**config.mk**
```make
export PLATFORM = sky130hd
export DESIGN_NAME = io_ring_pwr_seq
export DESIGN_NICKNAME = d
export VERILOG_FILES = /design/src/rtl/io_ring_pkg.sv /design/src/rtl/io_sync_bit.sv /design/src/rtl/io_ring_pwr_seq.sv
export SDC_FILE = /design/constraint.sdc
export NUM_CORES = 1
export LEC_CHECK = 0
export ABC_AREA = 1
export CAP_MARGIN = 40
export CORE_UTILIZATION = 35
export CTS_CLUSTER_SIZE = 12
export DETAILED_ROUTE_END_ITERATION = 12
export SLEW_MARGIN = 20
export SYNTH_ARGS = -nofsm -noshare
export SYNTH_HDL_FRONTEND = slang
export SYNTH_SLANG_ARGS = --single-unit
```
**constraint.sdc**
```tcl
create_clock -name clk -period 4.8 [get_ports clk]
set_clock_uncertainty 0.15 [all_clocks]
set_input_delay 1.44 -clock clk [delete_from_list [all_inputs] [get_ports clk]]
set_output_delay 1.44 -clock clk [all_outputs]
set_load 0.005 [all_outputs]
```
**src/rtl/io_ring_pkg.sv**
```systemverilog
// Shared types for the IO ring power sequencer: FSM state encoding and sizing helpers.
package io_ring_pkg;

  localparam int unsigned IO_SEQ_STATE_W = 3;

  typedef enum logic [IO_SEQ_STATE_W-1:0] {
    ST_OFF    = 3'd0,
    ST_WAIT   = 3'd1,
    ST_SETTLE = 3'd2,
    ST_IE_ON  = 3'd3,
    ST_GRP    = 3'd4,
    ST_READY  = 3'd5,
    ST_DOWN   = 3'd6
  } io_seq_state_e;

  function automatic int unsigned max_u(input int unsigned a, input int unsigned b);
    return (a > b) ? a : b;
  endfunction

endpackage

```
**src/rtl/io_sync_bit.sv**
```systemverilog
// Multi-flop single-bit synchroniser, synchronous active-high reset to 0.
module io_sync_bit #(
  parameter int unsigned STAGES = 2
) (
  input  logic clk,
  input  logic rst,
  input  logic d,
  output logic q
);

  logic [STAGES-1:0] ff;

  always_ff @(posedge clk) begin
    if (rst) ff <= '0;
    else     ff <= {ff[STAGES-2:0], d};
  end

  assign q = ff[STAGES-1];

endmodule

```
**src/rtl/io_ring_pwr_seq.sv**
```systemverilog
// GF22 1.8V IO ring power sequencer: retention hold, staggered group enables, safe revert on loss.
// ready_o rises SETTLE_CYC+2+N_GROUPS*GAP_CYC cycles after ok_s rises. Optional: IO_SEQ_LOSS_CNT_EN.
module io_ring_pwr_seq
  import io_ring_pkg::*;
#(
  parameter int unsigned N_GROUPS    = 4,
  parameter int unsigned SETTLE_CYC  = 256,
  parameter int unsigned GAP_CYC     = 16,
  parameter int unsigned SYNC_STAGES = 2
) (
  input  logic                      clk,
  input  logic                      rst,
  input  logic                      vddio_ok_i,
  input  logic                      seq_en_i,
  output logic                      pad_ret_o,
  output logic                      pad_ie_o,
  output logic [N_GROUPS-1:0]       grp_oe_o,
  output logic                      ready_o,
  output logic                      fault_o,
  output logic [IO_SEQ_STATE_W-1:0] state_o
`ifdef IO_SEQ_LOSS_CNT_EN
  ,
  output logic [7:0]                loss_cnt_o
`endif
);

  localparam int unsigned CNT_W = $clog2(max_u(SETTLE_CYC, GAP_CYC) + 1);
  localparam int unsigned IDX_W = (N_GROUPS > 1) ? $clog2(N_GROUPS) : 1;

  localparam logic [CNT_W-1:0] SETTLE_LD = CNT_W'(SETTLE_CYC - 1);
  localparam logic [CNT_W-1:0] GAP_LD    = CNT_W'(GAP_CYC - 1);
  localparam logic [IDX_W-1:0] LAST_IDX  = IDX_W'(N_GROUPS - 1);

  io_seq_state_e     state;
  logic [CNT_W-1:0]  cnt;
  logic [IDX_W-1:0]  idx;
  logic              ok_s;
  logic              powered;

  io_sync_bit #(.STAGES(SYNC_STAGES)) u_sync (
    .clk (clk),
    .rst (rst),
    .d   (vddio_ok_i),
    .q   (ok_s)
  );

  // States in which the pads may be driven, so losing VDDIO is a fault.
  assign powered = (state == ST_IE_ON) || (state == ST_GRP) ||
                   (state == ST_READY) || (state == ST_DOWN);

  always_ff @(posedge clk) begin
    if (rst) begin
      state     <= ST_OFF;
      cnt       <= '0;
      idx       <= '0;
      pad_ret_o <= 1'b1;
      pad_ie_o  <= 1'b0;
      grp_oe_o  <= '0;
      ready_o   <= 1'b0;
      fault_o   <= 1'b0;
    end else begin
      fault_o <= 1'b0;
      if (!ok_s && powered) begin
        // Loss overrides everything: drop all drivers at once, no staggering.
        state     <= seq_en_i ? ST_WAIT : ST_OFF;
        cnt       <= '0;
        idx       <= '0;
        pad_ret_o <= 1'b1;
        pad_ie_o  <= 1'b0;
        grp_oe_o  <= '0;
        ready_o   <= 1'b0;
        fault_o   <= 1'b1;
      end else begin
        case (state)
          ST_OFF: begin
            if (seq_en_i) state <= ST_WAIT;
          end
          ST_WAIT: begin
            if (!seq_en_i) begin
              state <= ST_OFF;
            end else if (ok_s) begin
              state <= ST_SETTLE;
              cnt   <= SETTLE_LD;
            end
          end
          ST_SETTLE: begin
            if (!ok_s) begin
              state <= ST_WAIT;
            end else if (!seq_en_i) begin
              state <= ST_DOWN;
              cnt   <= GAP_LD;
            end else if (cnt == '0) begin
              state     <= ST_IE_ON;
              pad_ret_o <= 1'b0;
              pad_ie_o  <= 1'b1;
            end else begin
              cnt <= cnt - 1'b1;
            end
          end
          ST_IE_ON: begin
            if (!seq_en_i) begin
              state <= ST_DOWN;
              cnt   <= GAP_LD;
            end else begin
              state    <= ST_GRP;
              idx      <= '0;
              grp_oe_o <= N_GROUPS'(1);
              cnt      <= GAP_LD;
            end
          end
          ST_GRP: begin
            if (!seq_en_i) begin
              state <= ST_DOWN;
              cnt   <= GAP_LD;
            end else if (cnt != '0) begin
              cnt <= cnt - 1'b1;
            end else if (idx == LAST_IDX) begin
              state   <= ST_READY;
              ready_o <= 1'b1;
            end else begin
              idx      <= idx + 1'b1;
              grp_oe_o <= grp_oe_o | (N_GROUPS'(1) << (idx + IDX_W'(1)));
              cnt      <= GAP_LD;
            end
          end
          ST_READY: begin
            if (!seq_en_i) begin
              state   <= ST_DOWN;
              ready_o <= 1'b0;
              cnt     <= GAP_LD;
            end
          end
          ST_DOWN: begin
            // Enables form a contiguous low run, so shifting right drops the highest group.
            if (cnt != '0) begin
              cnt <= cnt - 1'b1;
            end else if (grp_oe_o != '0) begin
              grp_oe_o <= grp_oe_o >> 1;
              cnt      <= GAP_LD;
            end else begin
              state     <= ST_OFF;
              pad_ie_o  <= 1'b0;
              pad_ret_o <= 1'b1;
            end
          end
          default: state <= ST_OFF;
        endcase
      end
    end
  end

  assign state_o = state;

`ifdef IO_SEQ_LOSS_CNT_EN
  // Saturating count of fault pulses, cleared only by reset.
  always_ff @(posedge clk) begin
    if (rst)                               loss_cnt_o <= 8'd0;
    else if (fault_o && loss_cnt_o != 8'hFF) loss_cnt_o <= loss_cnt_o + 8'd1;
  end
`endif

endmodule

```
* Word-level counts from Yosys, hierarchy flattened *
Cells that the tools add are included.
W data, S select, Z words.

cells by class
  add/subtract/negate cells = 2
  equal/unequal tests = 32
  shift-type cells = 1
  mux-type cells = 58
  bitwise operators = 1
  reduce and logical (&&, ||, !) cells = 21

operator list
  operator               number
  $mux W9                11
  $pmux W9 S6            1
  $mux W3                13
  $mux W4                6
  $pmux W3 S7            1
  $ne A2 B2 Y1 const B   10
  $mux W1                16
  $reduce_and A8 Y1      2
  $ne A3 B3 Y1 const B   4
  $pmux W4 S3            1
  $mux W2                5
  $reduce_and A5 Y1      2
  $eq A3 B3 Y1 const B   3
  $logic_not A9 Y1       1
  $reduce_bool A9 Y1     1
  $sub A9 B1 Y9 const B  1
  $ne A2 B1 Y1 const B   4
  $ne A4 B4 Y1 const B   2
  $reduce_and A7 Y1      1
  $eq A3 B2 Y1 const B   2
  $pmux W1 S2            3
  $reduce_and A6 Y1      1
  $reduce_bool A2 Y1     3
  $reduce_bool A6 Y1     1
  18 further kinds       20

storage, ports and cells
  register bits = 24
  input port bits = 4
  output and inout bits = 11
  word-level logic and storage cells = 124

* Longest topological paths before layout *
Gate-level depths: netlist (run 1).

  depth in word-level cells = 7
  mapped depth = 11
  depth with buffers taken out = 11

* Modules after synthesis *
Synthesis (run 1) repeated with hierarchy kept, for this count alone.

unflattened totals
  cells, all modules = 272
  area, all modules = 1684.1 um^2

by module, submodules not included
  module           instances  cells an instance  area each (um^2)  sequential area each (um^2)
  io_ring_pwr_seq  1          266                1629.1            440.4
  io_sync_bit      1          6                  55.1              40.0

* Worst setup path after synthesis (run 1) *
OpenSTA, ideal clock, no wires.

  path type = input-to-reg
  from = input port seq_en_i
  to = register state[0] (netlist: state_o[0])
  setup time = 115 ps
  data arrival time = 2357 ps
  data required time = 4535 ps
  path slack = 2178 ps
  cell stages on the path = 7
  buffers on the path = 2
  cell sequence = buf_2 > clkbuf_1 > nor2_1 > a21oi_1 > nand2_1 > a21oi_1 > nor2_1

between the ends
  cells in the longest elaborated chain, start to end = 4
  elaborated cells on any way between the ends = 14
  those cells by class = eq/ne: 6; mux: 7; reduce/logical: 1

ends and longest elaborated chain
  element               RTL line               text
  start, declared       io_ring_pwr_seq.sv:14  input logic seq_en_i,
  $mux W3               io_ring_pwr_seq.sv:89  end else if (!seq_en_i) begin
  $mux W3               io_ring_pwr_seq.sv:87  if (!ok_s) begin
  $pmux W3 S7           io_ring_pwr_seq.sv:74  case (state)
  $mux W3               io_ring_pwr_seq.sv:63  if (!ok_s && powered) begin
  end signal, assigned  io_ring_pwr_seq.sv:65  state <= seq_en_i ? ST_WAIT : ST_OFF;
  end, declared         io_ring_pwr_seq.sv:34  io_seq_state_e state;

Parallel ways exist; a longest one is shown, timed or not.
A chain may end at the register's enable or synchronous reset.

* Final worst setup path (run 1) *
  from = input port seq_en_i
  to = register cnt[2]

between the ends
  cells in the longest elaborated chain, start to end = 3
  elaborated cells on any way between the ends = 9
  those cells by class = eq/ne: 4; mux: 4; reduce/logical: 1

ends and longest elaborated chain
  element               RTL line                text
  $mux W9               io_ring_pwr_seq.sv:89
  $mux W9               io_ring_pwr_seq.sv:87
  $pmux W9 S6           io_ring_pwr_seq.sv:74
  end signal, assigned  io_ring_pwr_seq.sv:97   cnt <= cnt - 1'b1;
  end signal, assigned  io_ring_pwr_seq.sv:116  cnt <= cnt - 1'b1;
  end signal, assigned  io_ring_pwr_seq.sv:136  cnt <= cnt - 1'b1;
  end, declared         io_ring_pwr_seq.sv:35   logic [CNT_W-1:0] cnt;

Parallel ways exist; a longest one is shown, timed or not. The select of a mux whose other input is x is not followed.

==> results of run 1 <==
==> stage by stage <==
step / hold WS (ns) / total power [µW] / std cells
after floorplan: 0.238 / 813 / 284
after global placement: 0.244 / 952 / 347
after detailed placement: 0.247 / 951 / 347
after CTS: 0.261 / 1140 / 351
after global routing: 0.281 / 1250 / 351
final: 0.257 / 1130 / 351
==> state kept, by name, indices dropped and copies added (netlist names) <==
register / flops
cnt: 9
grp_oe_o: 4
state_o: 3
idx: 2
u_sync.ff: 2
fault_o: 1
pad_ie_o: 1
pad_ret_o: 1
ready_o: 1
==> where the power goes <==
part	switching [µW]	leakage (µW)	internal (µW)	total (µW)
Clock	71.2	0.0000357	112	183
Combinational	416	0.000700	235	650
Sequential	51.4	0.000197	249	300
Total	539	0.000933	595	1130
==> worst max-delay path, cell delays in order <==
cell	delay, ns
sky130_fd_sc_hd__clkdlybuf4s50_1	0.82
sky130_fd_sc_hd__nand2_1	0.11
sky130_fd_sc_hd__nand2_1	0.08
sky130_fd_sc_hd__nand3_1	0.11
sky130_fd_sc_hd__nor2_4	0.15
sky130_fd_sc_hd__nand3_4	0.19
sky130_fd_sc_hd__and2_1	0.20
sky130_fd_sc_hd__nor2_1	0.09
==> synthesized netlist by cell type (2+ instances only) <==
| cell | count |
|---|---|
| sky130_fd_sc_hd__xor2_1 | 3 |
| sky130_fd_sc_hd__nor2_1 | 55 |
| sky130_fd_sc_hd__inv_2 | 4 |
| sky130_fd_sc_hd__nand3_1 | 25 |
| sky130_fd_sc_hd__nor2_4 | 2 |
| sky130_fd_sc_hd__and2_1 | 2 |
| sky130_fd_sc_hd__o21ai_0 | 14 |
| sky130_fd_sc_hd__ha_1 | 6 |
| sky130_fd_sc_hd__dfxtp_1 | 24 |
| sky130_fd_sc_hd__buf_4 | 2 |
| sky130_fd_sc_hd__a21oi_1 | 17 |
| sky130_fd_sc_hd__inv_1 | 29 |
| sky130_fd_sc_hd__nor2_2 | 2 |
| sky130_fd_sc_hd__nand2_2 | 3 |
| sky130_fd_sc_hd__nand2_1 | 80 |
| sky130_fd_sc_hd__nand4_1 | 3 |
==> cells by family (layout without fill, tap and decap cells) <==
logic type / Yosys count / in the layout / synth area share [%]
buf+inv: 38 / 51 / 9.31
simple gates: 176 / 176 / 44.9
flops: 24 / 24 / 28.2
xor+xnor: 4 / 4 / 2.05
fa+ha+maj: 6 / 6 / 4.40
compound gates: 36 / 36 / 11.2
==> worst paths after layout <==
check                     from      endpoint  slack (ns)
setup / recovery      seq_en_i        cnt[2]        1.68
hold reg to reg   u_sync.ff[0]  u_sync.ff[1]        0.26
setup reg to reg    state_o[2]     pad_ret_o        2.56
hold / removal    u_sync.ff[0]  u_sync.ff[1]        0.26
==> area by class of cell <==
| type | instances | area share (%) |
|---|---|---|
| clock buffer | 3 | 2.12 |
| multi-input combinational | 222 | 54.7 |
| tap | 54 | 3.46 |
| clock inverter | 1 | 1.54 |
| sequential | 24 | 24.6 |
| timing repair buffer | 14 | 7.18 |
| inverter | 33 | 6.35 |
==> per-layer routing <==
| layer | global-route usage [%] | share of wire, % | routed length, µm | vias to the layer above |
|---|---|---|---|---|
| met4 | 4.79 | 1.2 | 50 | 0 |
| met1 | 21.8 | 49 | 1990 | 791 |
| met2 | 28.9 | 45 | 1830 | 33 |
| met3 | 2.39 | 3.9 | 157 | 7 |
| met5 | 0 | 0 | 0 | - |
| li1 | - | - | - | 922 |
==> out/qor.log, run 1 <==
[final_layout] filler cell count 523
[final_layout] most common cell after layout, fill and taps aside sky130_fd_sc_hd__nand2_1
[critical_path] cells on worst reg2reg path 8
[sta] total count of max-transition violations in the final report 0
[sta] Final period util 65.1%
[drt] DR vias 1753
[final_layout] commonest non-fill, non-tap cells in the layout 80 x sky130_fd_sc_hd__nand2_1, 55 x sky130_fd_sc_hd__nor2_1, 29 x sky130_fd_sc_hd__inv_1
[sta] top achievable clock speed 320 MHz
[outcome] outcome finished clean
[clocking] post-cts hold buffer count 0
[final_layout] sequential cell area 480 µm²
[synth] Yosys Warn Count 0
[hold_path] Hold Path Depth 2
[power] static leakage 0.000933 µW
[die] core area 4690 µm²
[critical_path] WS Path Type in2reg
[synth] area fraction of the dominant cell type after synthesis 28.2%
[drt] DR WL/cell 11.5 µm
[placement] cell area after placement 1880 µm²
[global_route] Congestion Overflow GR 0
[synth] flip-flop cell with the highest count after synthesis sky130_fd_sc_hd__dfxtp_1
[synth] largest cells by area after synthesis sky130_fd_sc_hd__dfxtp_1 28%, sky130_fd_sc_hd__nand2_1 18%, sky130_fd_sc_hd__nor2_1 12%
[sta] Final Hold Viols 0
[drt] post-detailed-route count of antenna-violating nets 0
[clocking] clock latency at the later pin of the worst-skew pair 0.27 ns
[clocking] buffer depth of the longest clock path 2
[clocking] number of gates resized after cts 0
[sta] setup repair after global routing missed its margin false
[placement] Port Buffer Count 14
[synth] share of synthesized flip-flops with an asynchronous set or reset 0%
[synth] per-instance average area after synthesis 6.01 µm²
[die] row count 25
[clocking] clock tree from TritonCTS done
[placement] setup slack after placement 1.40 ns
[final_layout] antenna fix cells 0
[drt] total wirelength of the detailed-routed design 4030 µm
[critical_path] Critical Path RT 4.87 ns
[hold_path] class of the most critical hold timing path reg2reg
[final_layout] P&R area growth vs syn 14.3%
[die] top-level port count 15
[power] maximum ir drop on the vdd rail 0.236 mV
[synth] number of enable-type register cells in the synthesized netlist 0
[die] area of the die 5160 µm²
[global_route] number of global-route vias before repair 1610
[global_route] first-pass GRT wire length 7000 µm
[clocking] cts bufs inserted 3
[final_layout] share of cells above drive strength 1 6.06%
[clocking] # clock sinks 24
[die] vertical extent of the die 71.8 µm
[final_layout] number of nets in the layout 308
[drt] DRC 0
[critical_path] maximum net fanout on the critical path 18
[placement] global placer's final weighted congestion 0.901
[synth] number of register bits inferred by synthesis 24
[drt] first drt pass iteration count 4
[run] reported max-cap violation count 0
[synth] Post-Syn Instances 284
[clocking] root cell of the clock tree sky130_fd_sc_hd__clkbuf_8
[global_route] antenna violations before repair 0
[synth] fraction of the yosys area taken by sequential cells 28.2%
[sta] final setup violation count 0
[sta] time the final worst path needs with I/O delays and setup 3.12 ns
[synth] Post-Synthesis Net Count 294
[synth] cell type with the largest total area after synthesis sky130_fd_sc_hd__dfxtp_1
[global_route] GRT Resource Usage Total 16.8%
[final_layout] Final Util 41.6%
[clocking] CTS HTree Levels 1
[drt] number of vias per cell 4.99
[die] width of the chip 71.8 µm
[sta] worst slew margin relative to its limit 63.0%
[placement] placed wire-length estimate 3110 µm
[critical_path] Startpoint Class primary input
[sta] final total negative setup slack 0 ns
[global_route] pin count of the biggest net entering global routing 19
[synth] Mapped Area 1710 µm²
[die] Initial Util 36.4%
[clocking] clock-pin slew of the registers on the worst-case setup and hold paths 0.09 ns
[critical_path] kind of end point of the critical path flip-flop
[power] total power per unit cell area 581 nW/µm²
[final_layout] footprint of the multi-input gates 1070 µm²
[synth] Distinct cells, synth 29
[sta] Setup WS post-layout 1.68 ns
[final_layout] cell area after layout 1950 µm²
[clocking] Setup Fix Bufs, Post-CTS 0
[critical_path] Worst EP arrival 3.19 ns
[sta] actual slew at the worst max-slew pin 0.553 ns
[drt] first-iteration detailed-routing DRC count 81
Power figures use the tool's default switching activity.
==> run 2, diff against run 1 <==
==> constraint.sdc (replaced) <==
create_clock -name clk -period 2.6 [get_ports clk]
set_clock_uncertainty 0.15 [all_clocks]
set_input_delay 0.78 -clock clk [delete_from_list [all_inputs] [get_ports clk]]
set_output_delay 0.78 -clock clk [all_outputs]
set_load 0.005 [all_outputs]
==> out/qor.log, run 2 (synthesis results as in run 1) <==
[hold_path] class of the most critical hold timing path reg2reg
[drt] DR WL/cell 11.8 µm [+2.6%]
[critical_path] WS Path Type reg2out
[global_route] pin count of the biggest net entering global routing 18 [-1]
[final_layout] share of cells above drive strength 1 7.00% [+0.94 points]
[sta] final total negative setup slack 0 ns [unchanged]
[critical_path] R2R setup slack 0.45 ns [-2.11 ns]
[clocking] Setup Fix Bufs, Post-CTS 0 [unchanged]
[die] area of the die 5160 µm² [unchanged]
[drt] first drt pass iteration count 4 [unchanged]
[power] Power, Total 2100 µW [+85%]
[clocking] CTS HTree Levels 1 [unchanged]
[hold_path] startpoint of the most critical hold path u_sync.ff[0]
[drt] DR vias 1780 [+1.5%]
[critical_path] cells on worst reg2reg path 8 [unchanged]
[clocking] post-cts hold buffer count 0 [unchanged]
[final_layout] number of nets in the layout 311 [+0.97%]
[clocking] root cell of the clock tree sky130_fd_sc_hd__clkbuf_8
[critical_path] reg-to-reg startpoint state_o[2]
[final_layout] antenna fix cells 0 [unchanged]
[critical_path] Crit path buffers/inverters 1 [unchanged]
[sta] final setup violation count 0 [unchanged]
[global_route] first-pass GRT wire length 7160 µm [+2.3%]
[placement] global placer's final weighted congestion 0.882 [-2.0%]
[sta] Final Hold Viols 0 [unchanged]
[power] static leakage 0.000947 µW [+1.6%]
[sta] time the final worst path needs with I/O delays and setup 2.39 ns
[final_layout] most common cell after layout, fill and taps aside sky130_fd_sc_hd__nand2_1
[drt] DRC 0 [unchanged]
[final_layout] max reg flops 9 [unchanged]
[sta] Final period util 91.8%
[final_layout] register ranked first by flip-flop count cnt
[die] Initial Util 36.4% [unchanged]
[final_layout] P&R area growth vs syn 15.6%
[sta] top achievable clock speed 419 MHz
[final_layout] commonest non-fill, non-tap cells in the layout 80 x sky130_fd_sc_hd__nand2_1, 55 x sky130_fd_sc_hd__nor2_1, 29 x sky130_fd_sc_hd__inv_1
[drt] total wirelength of the detailed-routed design 4170 µm [+3.5%]
[critical_path] critical register-to-register path endpoint cnt[2]
[critical_path] maximum net fanout on the critical path 12 [-6]
[global_route] global-route track usage on met1 22.7% [+0.87 points]
[global_route] met2 Resource Use GR 29.6% [+0.63 points]
[critical_path] cell breakdown of the critical path clkdlybuf4s50_1
[critical_path] critical path launch point state_o[2]
[die] vertical extent of the die 71.8 µm [unchanged]
[global_route] GRT Resource Usage Total 17.4% [+0.63 points]
[critical_path] number of gates on the worst path with buffers counted 1 [-7]
[die] width of the chip 71.8 µm [unchanged]
[run] reported max-cap violation count 0 [unchanged]
[drt] first-iteration detailed-routing DRC count 93 [+15%]
[outcome] outcome finished clean
[die] top-level port count 15 [unchanged]
[global_route] number of global-route vias before repair 1558 [-3.2%]
[clocking] # clock sinks 24 [unchanged]
[critical_path] Worst EP arrival 1.46 ns [-1.73 ns]
[clocking] buffer depth of the longest clock path 2 [unchanged]
[power] maximum ir drop on the vdd rail 0.358 mV [+52%]
[clocking] cts bufs inserted 3 [unchanged]
[critical_path] Critical Path RT 1.67 ns [-3.20 ns]
[clocking] clock tree from TritonCTS done
[sta] actual slew at the worst max-slew pin 0.428 ns [-0.126 ns]
[clocking] clock latency at the later pin of the worst-skew pair 0.28 ns [about the same]
[global_route] GRT met3 Usage 2.39% [unchanged]
[sta] setup repair after global routing missed its margin false
[global_route] GR peak layer met2
[clocking] clock-pin slew of the registers on the worst-case setup and hold paths 0.10 ns [about the same]
[die] core area 4690 µm² [unchanged]
[placement] placed wire-length estimate 3170 µm [+2.2%]
[drt] post-detailed-route count of antenna-violating nets 0 [unchanged]
[drt] number of vias per cell 5.03 [+0.68%]
[power] total power per unit cell area 1060 nW/µm² [+83%]
[critical_path] Critical-path top delay cell sky130_fd_sc_hd__dfxtp_1
[critical_path] Crit path largest cell delay 0.59 ns [-0.23 ns]
[global_route] Congestion Overflow GR 0 [unchanged]
[critical_path] kind of end point of the critical path primary output
[sta] total count of max-transition violations in the final report 0 [unchanged]
[sta] worst slew margin relative to its limit 71.5% [+8.4 points]
[critical_path] kind of cell with the highest combined delay on the critical path flip-flops
[final_layout] filler cell count 524 [+0.19%]
[die] row count 25 [unchanged]
[placement] Port Buffer Count 14 [unchanged]
[critical_path] Startpoint Class flip-flop
[clocking] number of gates resized after cts 0 [unchanged]
[global_route] antenna violations before repair 0 [unchanged]
[critical_path] destination of the critical timing path state_o[2]
[run 2: per-stage QoR]
| stage | hold slack [ns] | util (%) | std cells | setup WS, ns | area (µm²) |
|---|---|---|---|---|---|
| floorplan | 0.238 | - | 284 | 0.638 | 1710 |
| global placement | 0.242 | 40.5 | 350 | 0.150 | 1900 |
| detailed placement | 0.247 | 40.5 | 350 | 0.139 | 1900 |
| CTS | 0.261 | 42.1 | 354 | 0.224 | 1970 |
| global route | 0.294 | 42.1 | 354 | 0.133 | 1970 |
| finish | 0.263 | 42.1 | 354 | 0.214 | 1970 |
[run 2: worst reg2reg max path: cells and delay by family (launching register included)]
| kind | cells | cell delay (ns) |
|---|---|---|
| DFF | 1 | 0.59 |
| buffers and inverters | 1 | 0.08 |
| and+or+nand+nor | 7 | 1.22 |
[run 2: how the worst min path moves through the flow]
stage	slack (ns)	end	cells after the start
floorplan	0.24	u_sync.ff[1]	2
global placement	0.24	u_sync.ff[1]	2
detailed placement	0.25	u_sync.ff[1]	2
CTS	0.26	u_sync.ff[1]	2
global route	0.29	u_sync.ff[1]	2
finish	0.26	u_sync.ff[1]	2
[run 2: final cells by class]
type	count	area, µm²	share of cell area [%]
multi-input cells	222	1070	54.1
flip-flops and latches	24	480	24.4
repair buffers	17	163	8.24
inverters	33	124	6.28
clock buffers	3	41.3	2.09
clock inverters	1	30.0	1.52
well taps	54	67.6	3.42
[run 2: layer usage]
metal	up-vias	wire length (µm)
met3	6	142
met4	0	57
met1	808	2080
met2	36	1890
met5	-	0
li1	930	-
[run 2: power by group]
part | switching (µW) | total, µW | internal [µW]
clock | 135 | 342 | 206
combinational | 765 | 1200 | 439
sequential | 95.9 | 555 | 459
total | 997 | 2100 | 1100
